### src/rtl/fx_param_sched.sv
// rtl/fx_param_sched.sv - click-free effect parameter scheduler and output gain stage
// Build option: define FX_SCHED_FADE_EN for the fade-out / commit / hold / fade-in sequence;
// when undefined, pending frames commit on the next sample strobe at constant unity gain.
module fx_param_sched #(
  parameter int FRAME_W      = 240,
  parameter int RAMP_LOG2    = 5,
  parameter int HOLD_SAMPLES = 4
) (
  input  logic                clk,
  input  logic                reset,
  input  logic [FRAME_W-1:0]  cmd_data,
  input  logic                cmd_valid,
  input  logic                sample_stb,
  input  logic signed [15:0]  audio_in_0,
  input  logic signed [15:0]  audio_in_1,
  output logic signed [15:0]  audio_out_0,
  output logic signed [15:0]  audio_out_1,
  output logic [FRAME_W-1:0]  param_out,
  output logic                param_commit,
  output logic                busy,
  output logic                pending,
  output logic [7:0]          drop_cnt
);

  localparam logic [8:0] GAIN_FULL = 9'd256;

  // Reject configurations the ramp and hold counter cannot represent
  if (RAMP_LOG2 < 0 || RAMP_LOG2 > 8 || HOLD_SAMPLES < 0 || HOLD_SAMPLES > 255 || FRAME_W < 1)
  begin : g_cfg_check
    $error("fx_param_sched: parameter out of range");
  end

  logic [FRAME_W-1:0] pend_reg;
  logic [8:0]         gain;
  logic               commit_now;

`ifdef FX_SCHED_FADE_EN
  localparam logic [8:0] STEP      = 9'(256 >> RAMP_LOG2);
  localparam logic [7:0] HOLD_INIT = 8'(HOLD_SAMPLES);

  typedef enum logic [2:0] {
    ST_IDLE,
    ST_FADE_OUT,
    ST_COMMIT,
    ST_HOLD,
    ST_FADE_IN
  } state_t;

  state_t     state;
  logic [7:0] hold_cnt;

  assign commit_now = (state == ST_COMMIT);
  assign busy       = (state != ST_IDLE);

  // Fade sequencer: ramps gain on sample strobes and commits only while fully muted
  always_ff @(posedge clk) begin
    if (reset) begin
      state    <= ST_IDLE;
      gain     <= GAIN_FULL;
      hold_cnt <= 8'd0;
    end else begin
      case (state)
        ST_IDLE: begin
          if (pending) state <= ST_FADE_OUT;
        end
        ST_FADE_OUT: begin
          // A reversal that already reached silence commits without waiting for a strobe
          if (gain == 9'd0) begin
            state <= ST_COMMIT;
          end else if (sample_stb) begin
            if (gain <= STEP) begin
              gain  <= 9'd0;
              state <= ST_COMMIT;
            end else begin
              gain <= gain - STEP;
            end
          end
        end
        ST_COMMIT: begin
          hold_cnt <= HOLD_INIT;
          state    <= (HOLD_INIT == 8'd0) ? ST_FADE_IN : ST_HOLD;
        end
        ST_HOLD: begin
          if (sample_stb) begin
            if (hold_cnt <= 8'd1) begin
              hold_cnt <= 8'd0;
              state    <= ST_FADE_IN;
            end else begin
              hold_cnt <= hold_cnt - 8'd1;
            end
          end
        end
        ST_FADE_IN: begin
          if (pending) begin
            // Reverse from the current gain so the ramp stays continuous
            state <= ST_FADE_OUT;
            if (sample_stb && gain >= STEP) gain <= gain - STEP;
          end else if (sample_stb) begin
            if (gain >= GAIN_FULL - STEP) begin
              gain  <= GAIN_FULL;
              state <= ST_IDLE;
            end else begin
              gain <= gain + STEP;
            end
          end
        end
        default: begin
          state <= ST_IDLE;
        end
      endcase
    end
  end
`else
  // Without fading the chain always runs at unity gain; commits ride on the sample strobe
  assign gain       = GAIN_FULL;
  assign commit_now = sample_stb & pending;
  assign busy       = pending;
`endif

  // Command capture: latest frame wins, overwrites are counted, no-op frames are ignored
  always_ff @(posedge clk) begin
    if (reset) begin
      pend_reg     <= '0;
      pending      <= 1'b0;
      drop_cnt     <= 8'd0;
      param_out    <= '0;
      param_commit <= 1'b0;
    end else begin
      param_commit <= commit_now;
      if (commit_now) param_out <= pend_reg;
      if (cmd_valid) begin
        if (commit_now) begin
          // The old frame leaves this cycle, so the new one is a fresh capture, not a drop
          pend_reg <= cmd_data;
          pending  <= 1'b1;
        end else if (pending) begin
          pend_reg <= cmd_data;
          if (drop_cnt != 8'hFF) drop_cnt <= drop_cnt + 8'd1;
        end else if (cmd_data != param_out) begin
          pend_reg <= cmd_data;
          pending  <= 1'b1;
        end
      end else if (commit_now) begin
        pending <= 1'b0;
      end
    end
  end

  // Signed sample times unsigned 9-bit gain, scaled back by 256 (gain 256 is exact)
  function automatic logic signed [15:0] apply_gain(input logic signed [15:0] s,
                                                    input logic [8:0] g);
    logic signed [25:0] p;
    p = 26'(s) * $signed({17'd0, g});
    return 16'(p >>> 8);
  endfunction

  // Output gain stage: each strobe scales the stereo pair by the gain before its ramp step
  always_ff @(posedge clk) begin
    if (reset) begin
      audio_out_0 <= '0;
      audio_out_1 <= '0;
    end else if (sample_stb) begin
      audio_out_0 <= apply_gain(audio_in_0, gain);
      audio_out_1 <= apply_gain(audio_in_1, gain);
    end
  end

endmodule

### config.mk
export PLATFORM = sky130hd
export DESIGN_NAME = fx_param_sched
export DESIGN_NICKNAME = d
export VERILOG_FILES = /design/src/rtl/fx_param_sched.sv
export SDC_FILE = /design/constraint.sdc
export NUM_CORES = 1
export LEC_CHECK = 0
export ABC_AREA = 1
export CAP_MARGIN = 20
export CELL_PAD_IN_SITES_DETAIL_PLACEMENT = 0
export CELL_PAD_IN_SITES_GLOBAL_PLACEMENT = 2
export CORE_ASPECT_RATIO = 1.2
export CORE_UTILIZATION = 24
export CTS_CLUSTER_SIZE = 16
export DETAILED_ROUTE_END_ITERATION = 16
export PLACE_DENSITY_LB_ADDON = 0.1
export SYNTH_ARGS = -nofsm -noshare
export SYNTH_HDL_FRONTEND = slang
export SYNTH_SLANG_ARGS = --single-unit
### constraint.sdc
create_clock -name clk -period 1.7 [get_ports clk]
set_input_delay 0.34 -clock clk [delete_from_list [all_inputs] [get_ports clk]]
set_output_delay 0.34 -clock clk [all_outputs]
set_load 0.005 [all_outputs]
==> results.cfg, run 1 <==
[setup_path]
cp_slowest_stage_delay_ns = 0.35
critPathMaxFanout = 22
path_common_cell = nor2_1
cp-end-kind = register
crit_type = reg2reg
required_ns = 2.21
critPathArrivalTime_ns = 2.93
regToRegSetupSlack_ns = -0.73
crit_path_start_kind = register
cp_slowest_cell = dfxtp_2
crit_chain = inv_2 > nand2_4 > o21ai_2 > nor2_1 > buf_4 > nand2_4 > nor2_4 > nand2_2 > nor2_4 > nand2_1 > nor2_1 > buf_4 > nand2_8 > buf_16 > clkbuf_16 > a21oi_1 > nor2_1

[place]
place.port_buffers = 558
hpwl_mm = 99.70
gp_congestion = 0.8618
placed_area_um2 = 36710

[floorplanning]
start_util_pct = 24.36
rows = 125
die_width_um = 288.8
ios = 559
core_region_area_um2 = 97280
fp.dieArea_um2 = 100000
die_h_um = 346.2

[clocking]
cts_buffers = 69
clkSlewWorstSetupHoldPaths_ns = 0.06
htreeDepth = 3
cts_sinks = 522
clk_latency_ns = 0.63
cts_max_path_buffers = 3
root_buffer = clkbuf_16
tritoncts = done

[detailed_routing]
ant_nets = 0
wire_per_inst_um = 20.96
first_iter_violations = 1574
post-route-drc-count = 0
detail_route.vias_per_cell = 4.424
vias = 27340
routed_wl_mm = 129.5
drtPass1Iterations = 5

[final_layout]
n_fill_cell = 10380
area_growth_pct = 71.32
fin_nets = 5131
layout-drive-gt1-share_pct = 26.25
final_area_um2 = 40600
final-seq-area_um2 = 10590
multi_input_area_um2 = 11670

[sta]
worst_slew_pin_slew_ns = 0.6807
finalClockSkew_ns = 0.02276
max_freq_mhz = 412.4
final-setup-viol-count = 521
fin_crit_ns = 2.425
max-slew-margin-rel_pct = 54.62
slew_violations = 0
hold_viol_final = 0
finalCritPeriodShare_pct = 142.7
rsz0062_at_grt = true
finalSetupTns_ns = -225.09
fin_ws_ns = -0.7251

[logic_synthesis]
ys_warn_count = 0
syn_inst = 3653
synthTopCellsByCount = nand2_1, nor2_1, dfxtp_1, a21oi_1, inv_1
yosysTopAreaCellShare_pct = 44.10
yosysSeqAreaShare_pct = 44.10
syn_nets = 3930
synth_enable_flop_cells = 0
avgSynthCellArea_um2 = 6.487
syn_area_um2 = 23700
synth-async-reset-ratio_pct = 0
netlist_top_cells_area = dfxtp_1, nand2_1, nor2_1
ys.flop_type = dfxtp_1
ys_ff_latch = 522
ys_types = 20
synth_top_area_cell = dfxtp_1
yosysMostFrequentCell = nand2_1

[global_routing]
grt_overflow = 0
antenna_found_initial = 35
grt_first_pass_wirelength_mm = 179.5
grt_usage_pct = 24.87
grt_pass1_vias = 25960
grt_max_degree = 103

[status]
status = finished with violations
violations = setup timing

[power_and_ir_drop]
power.density_nw_per_um2 = 876.9
p_leak_uw = 0.01860
max-vdd-ir-drop_mv = 0.5870

[worst_hold_path]
hp-class = in2reg

[job]
cap_violations = 0
[cells in the final DEF, fill, tap and decap left out, types with 9 or more instances in the layout]
| cell | count |
|---|---|
| nand2_1 | 775 |
| buf_4 | 702 |
| clkdlybuf4s50_1 | 553 |
| nor2_1 | 534 |
| inv_1 | 414 |
| dfxtp_1 | 413 |
| o21ai_0 | 322 |
| a21oi_1 | 314 |
| nand3_1 | 216 |
| a21oi_2 | 117 |
| dfxtp_2 | 109 |
| clkbuf_16 | 83 |
| buf_12 | 63 |
| nand2_2 | 42 |
| o21ai_1 | 33 |
| nor2_2 | 29 |
| nand3_2 | 29 |
| inv_2 | 26 |
| clkbuf_1 | 21 |
| nor2_4 | 14 |
| buf_16 | 12 |
| nand2_4 | 11 |
| clkbuf_8 | 10 |
| o21ai_2 | 9 |
| buf_6 | 9 |
[where the power goes]
part / total [µW] / internal [µW] / switching (µW)
clock network: 15100 / 8980 / 6110
registers: 13600 / 13100 / 493
logic: 6960 / 3570 / 3390
[metrics by stage]
step           cells  worst slack, ns  power [µW]  hold WS [ns]  utilization, %
6_report        6180          -0.7251       35600        0.2952           41.73
2_1_floorplan   3653         -0.02783       15990        0.4091               -
4_1_cts         6158          -0.7081       35930        0.2553           40.65
3_5_place_dp    6025           -1.525       20530        0.4567           37.73
3_3_place_gp    6025           -1.563       20530        0.4535           37.73
5_1_grt         6177          -0.7760       37220        0.2992           41.72
[path summary, 6_finish.rpt]
path,end,from,cells past startpoint
worst max-delay path,pend_reg[52],param_out[176],17
worst min-delay path,audio_out_1[0],audio_in_1[0],3
worst max register to register,pend_reg[52],param_out[176],17
worst min register to register,param_out[187],param_out[187],2
[per-layer routing]
| layer | track usage, % | part of all wire (%) | up-vias |
|---|---|---|---|
| li1 | - | - | 13920 |
| met1 | 30.59 | 43 | 12640 |
| met2 | 42.53 | 48 | 611 |
| met3 | 6.146 | 6.6 | 151 |
| met4 | 6.896 | 2.4 | 26 |
| met5 | 0 | 0.13 | - |
[critical path: cells and delay by family, from the launching register on]
| kind | cells | cell delay, ns |
|---|---|---|
| compound gates | 2 | 0.19 |
| simple gates | 10 | 0.96 |
| buf+inv | 5 | 0.77 |
| flops | 1 | 0.35 |
[layout make-up]
type / instances / area share (%)
repair buffers: 1353 / 31.56
well taps: 1270 / 3.914
inverters: 441 / 4.096
flip-flops and latches: 522 / 26.08
clock buffers: 103 / 4.971
clock inverters: 17 / 0.5948
diodes: 7 / 0.04315
multi-input cells: 2467 / 28.75
[timing repair]
item / in CTS / in global routing
hold buffers: 1 / 0
setup buffers: 6 / 5
cloned: 6 / 14
pin swaps: 5 / 48
hold endpoints to repair: 1 / 0
gates resized for setup: 111 / 221
endpoints found under the setup margin: 521 / 529
[cells by family (layout without fill, tap and decap cells)]
kind of cell,Yosys count,after routing,share of synthesized area (%)
adders and majority gates,1,1,0.05279
other,0,7,0
xor gates and xnor gates,12,12,0.4435
and+or+nand+nor,1652,1652,27.47
DFF,522,522,44.10
buffers and inverters,664,1914,10.97
AOI/OAI and AO/OA,802,802,16.96
Note: power is estimated with default switching activity, not from simulation.
==> inputs of run 2 (changes only) <==
CORE_MARGIN = 2   (was unset)
==> run 2 against run 1 <==
Effect of this change: the flow still finishes with violations (setup timing); first-iteration DRC count down 0.13%; utilization down 0.46 points; die area up 1.3%.
==> results.cfg, run 2 (synthesis gave the netlist of run 1 again) <==
[final_layout]
n_fill_cell = 10510
final_util_pct = 41.27
fin_nets = 5083
area_growth_pct = 70.79
mostFrequentLayoutCell = nand2_1
layout-drive-gt1-share_pct = 26.24
final_cell_mix = nand2_1, buf_4, clkdlybuf4s50_1

[floorplanning]
die_width_um = 290.8
start_util_pct = 24.17
fp.dieArea_um2 = 101300
die_h_um = 348.2
ios = 559
rows = 126
core_region_area_um2 = 98060

[sta]
max_freq_mhz = 416.9
slew_violations = 0
fin_crit_ns = 2.399
fin_ws_ns = -0.6989
final-setup-viol-count = 523
worst_slew_pin_slew_ns = 0.6591
finalClockSkew_ns = 0.01971
rsz0062_at_grt = true
hold_viol_final = 0
finalCritPeriodShare_pct = 141.1
max-slew-margin-rel_pct = 56.06

[global_routing]
grt_first_pass_wirelength_mm = 180.0
grt_max_degree = 97
grt_pass1_vias = 25790
grt_usage_pct = 24.35
grt_overflow = 0
antenna_found_initial = 31

[status]
status = finished with violations
violations = setup timing

[power_and_ir_drop]
power.density_nw_per_um2 = 870.1
max-vdd-ir-drop_mv = 0.6048
p_leak_uw = 0.01844
report.power.total_uw = 35210

[detailed_routing]
detail_route.vias_per_cell = 4.454
post-route-drc-count = 0
wire_per_inst_um = 21.38
vias = 27360
drtPass1Iterations = 5
first_iter_violations = 1572
routed_wl_mm = 131.3
ant_nets = 0

[setup_path]
crit_type = reg2reg
cp_slowest_cell = dfxtp_2
cp-end-kind = register
critPathArrivalTime_ns = 2.90
crit_path_start_kind = register
critPathMaxFanout = 8
required_ns = 2.20
cp_slowest_stage_delay_ns = 0.32
crit_chain = buf_4 > nand2_1 > o21ai_1 > nor2_1 > nand2_1 > nor2_1 > nand2_1 > nor2_4 > nand2_2 > nor2_4 > nand2_8 > buf_12 > clkbuf_16 > a21oi_1 > nor2_1
regToRegSetupSlack_ns = -0.70

[job]
cap_violations = 0

[place]
dp_worst_setup_slack_ns = -1.495
gp_congestion = 0.8413
place.port_buffers = 558
hpwl_mm = 96.02

[clocking]
htreeDepth = 3
clkSlewWorstSetupHoldPaths_ns = 0.06
root_buffer = clkbuf_16
cts_buffers = 67
tritoncts = done
cts_max_path_buffers = 3
cts_sinks = 522
clk_latency_ns = 0.62

[worst_hold_path]
hp-class = in2reg
[run 2: path summary, 6_finish.rpt]
check            startpoint             end  depth (start not counted)
max          param_out[207]   pend_reg[214]                         15
min               cmd_valid   pend_reg[215]                          3
max reg2reg  param_out[207]   pend_reg[214]                         15
min reg2reg  param_out[120]  param_out[120]                          2
[run 2: layout make-up]
cell class	instances	area [µm²]	share of cell area, %
timing repair buffer	1307	12590	31.11
multi-input combinational	2467	11780	29.10
sequential	522	10610	26.21
clock buffer	110	2093	5.172
inverter	441	1664	4.112
tap	1280	1602	3.957
clock inverter	8	118.9	0.2937
antenna	8	20.02	0.04947
[run 2: metrics by stage]
step	hold slack, ns	TNS, ns	std cells	cell area (µm²)
4_1_cts	0.03381	-227.40	6110	39050
2_1_floorplan	0.4091	-2.510	3653	23870
6_report	0.09445	-204.36	6143	40470
3_3_place_gp	0.4526	-385.35	5977	36180
3_5_place_dp	0.4543	-381.00	5977	36180
5_1_grt	0.08686	-243.61	6138	40460
[run 2: worst max-delay path: cells and delay by family, from the launching register on]
family / cells / cell delay (ns)
compound gates: 2 / 0.27
buf+inv: 3 / 0.53
flops: 1 / 0.32
simple gates: 10 / 1.16
[run 2: repair_timing]
action | 4_1_cts | 5_1_grt
hold buffers | 0 | 0
pin swaps | 26 | 71
gates cloned | 9 | 22
endpoints found under the setup margin | 523 | 528
gates resized for setup | 123 | 266
buffers inserted | 7 | 6
[run 2: power by group]
part           internal [µW]  leakage [µW]  switching, µW
clock                   8830       0.00109           5960
combinational           3500        0.0130           3380
sequential             13100       0.00436            491
total                  25400        0.0184           9820
[run 2: metal layers]
layer / routed length [µm] / up-vias / share of wire (%) / global-route usage, %
met5: 124 / - / 0.094 / 0
met3: 7597 / 160 / 5.8 / 5.260
li1: - / 13830 / - / -
met2: 63470 / 659 / 48 / 42.48
met1: 56250 / 12700 / 43 / 30.12
met4: 3901 / 20 / 3.0 / 6.693
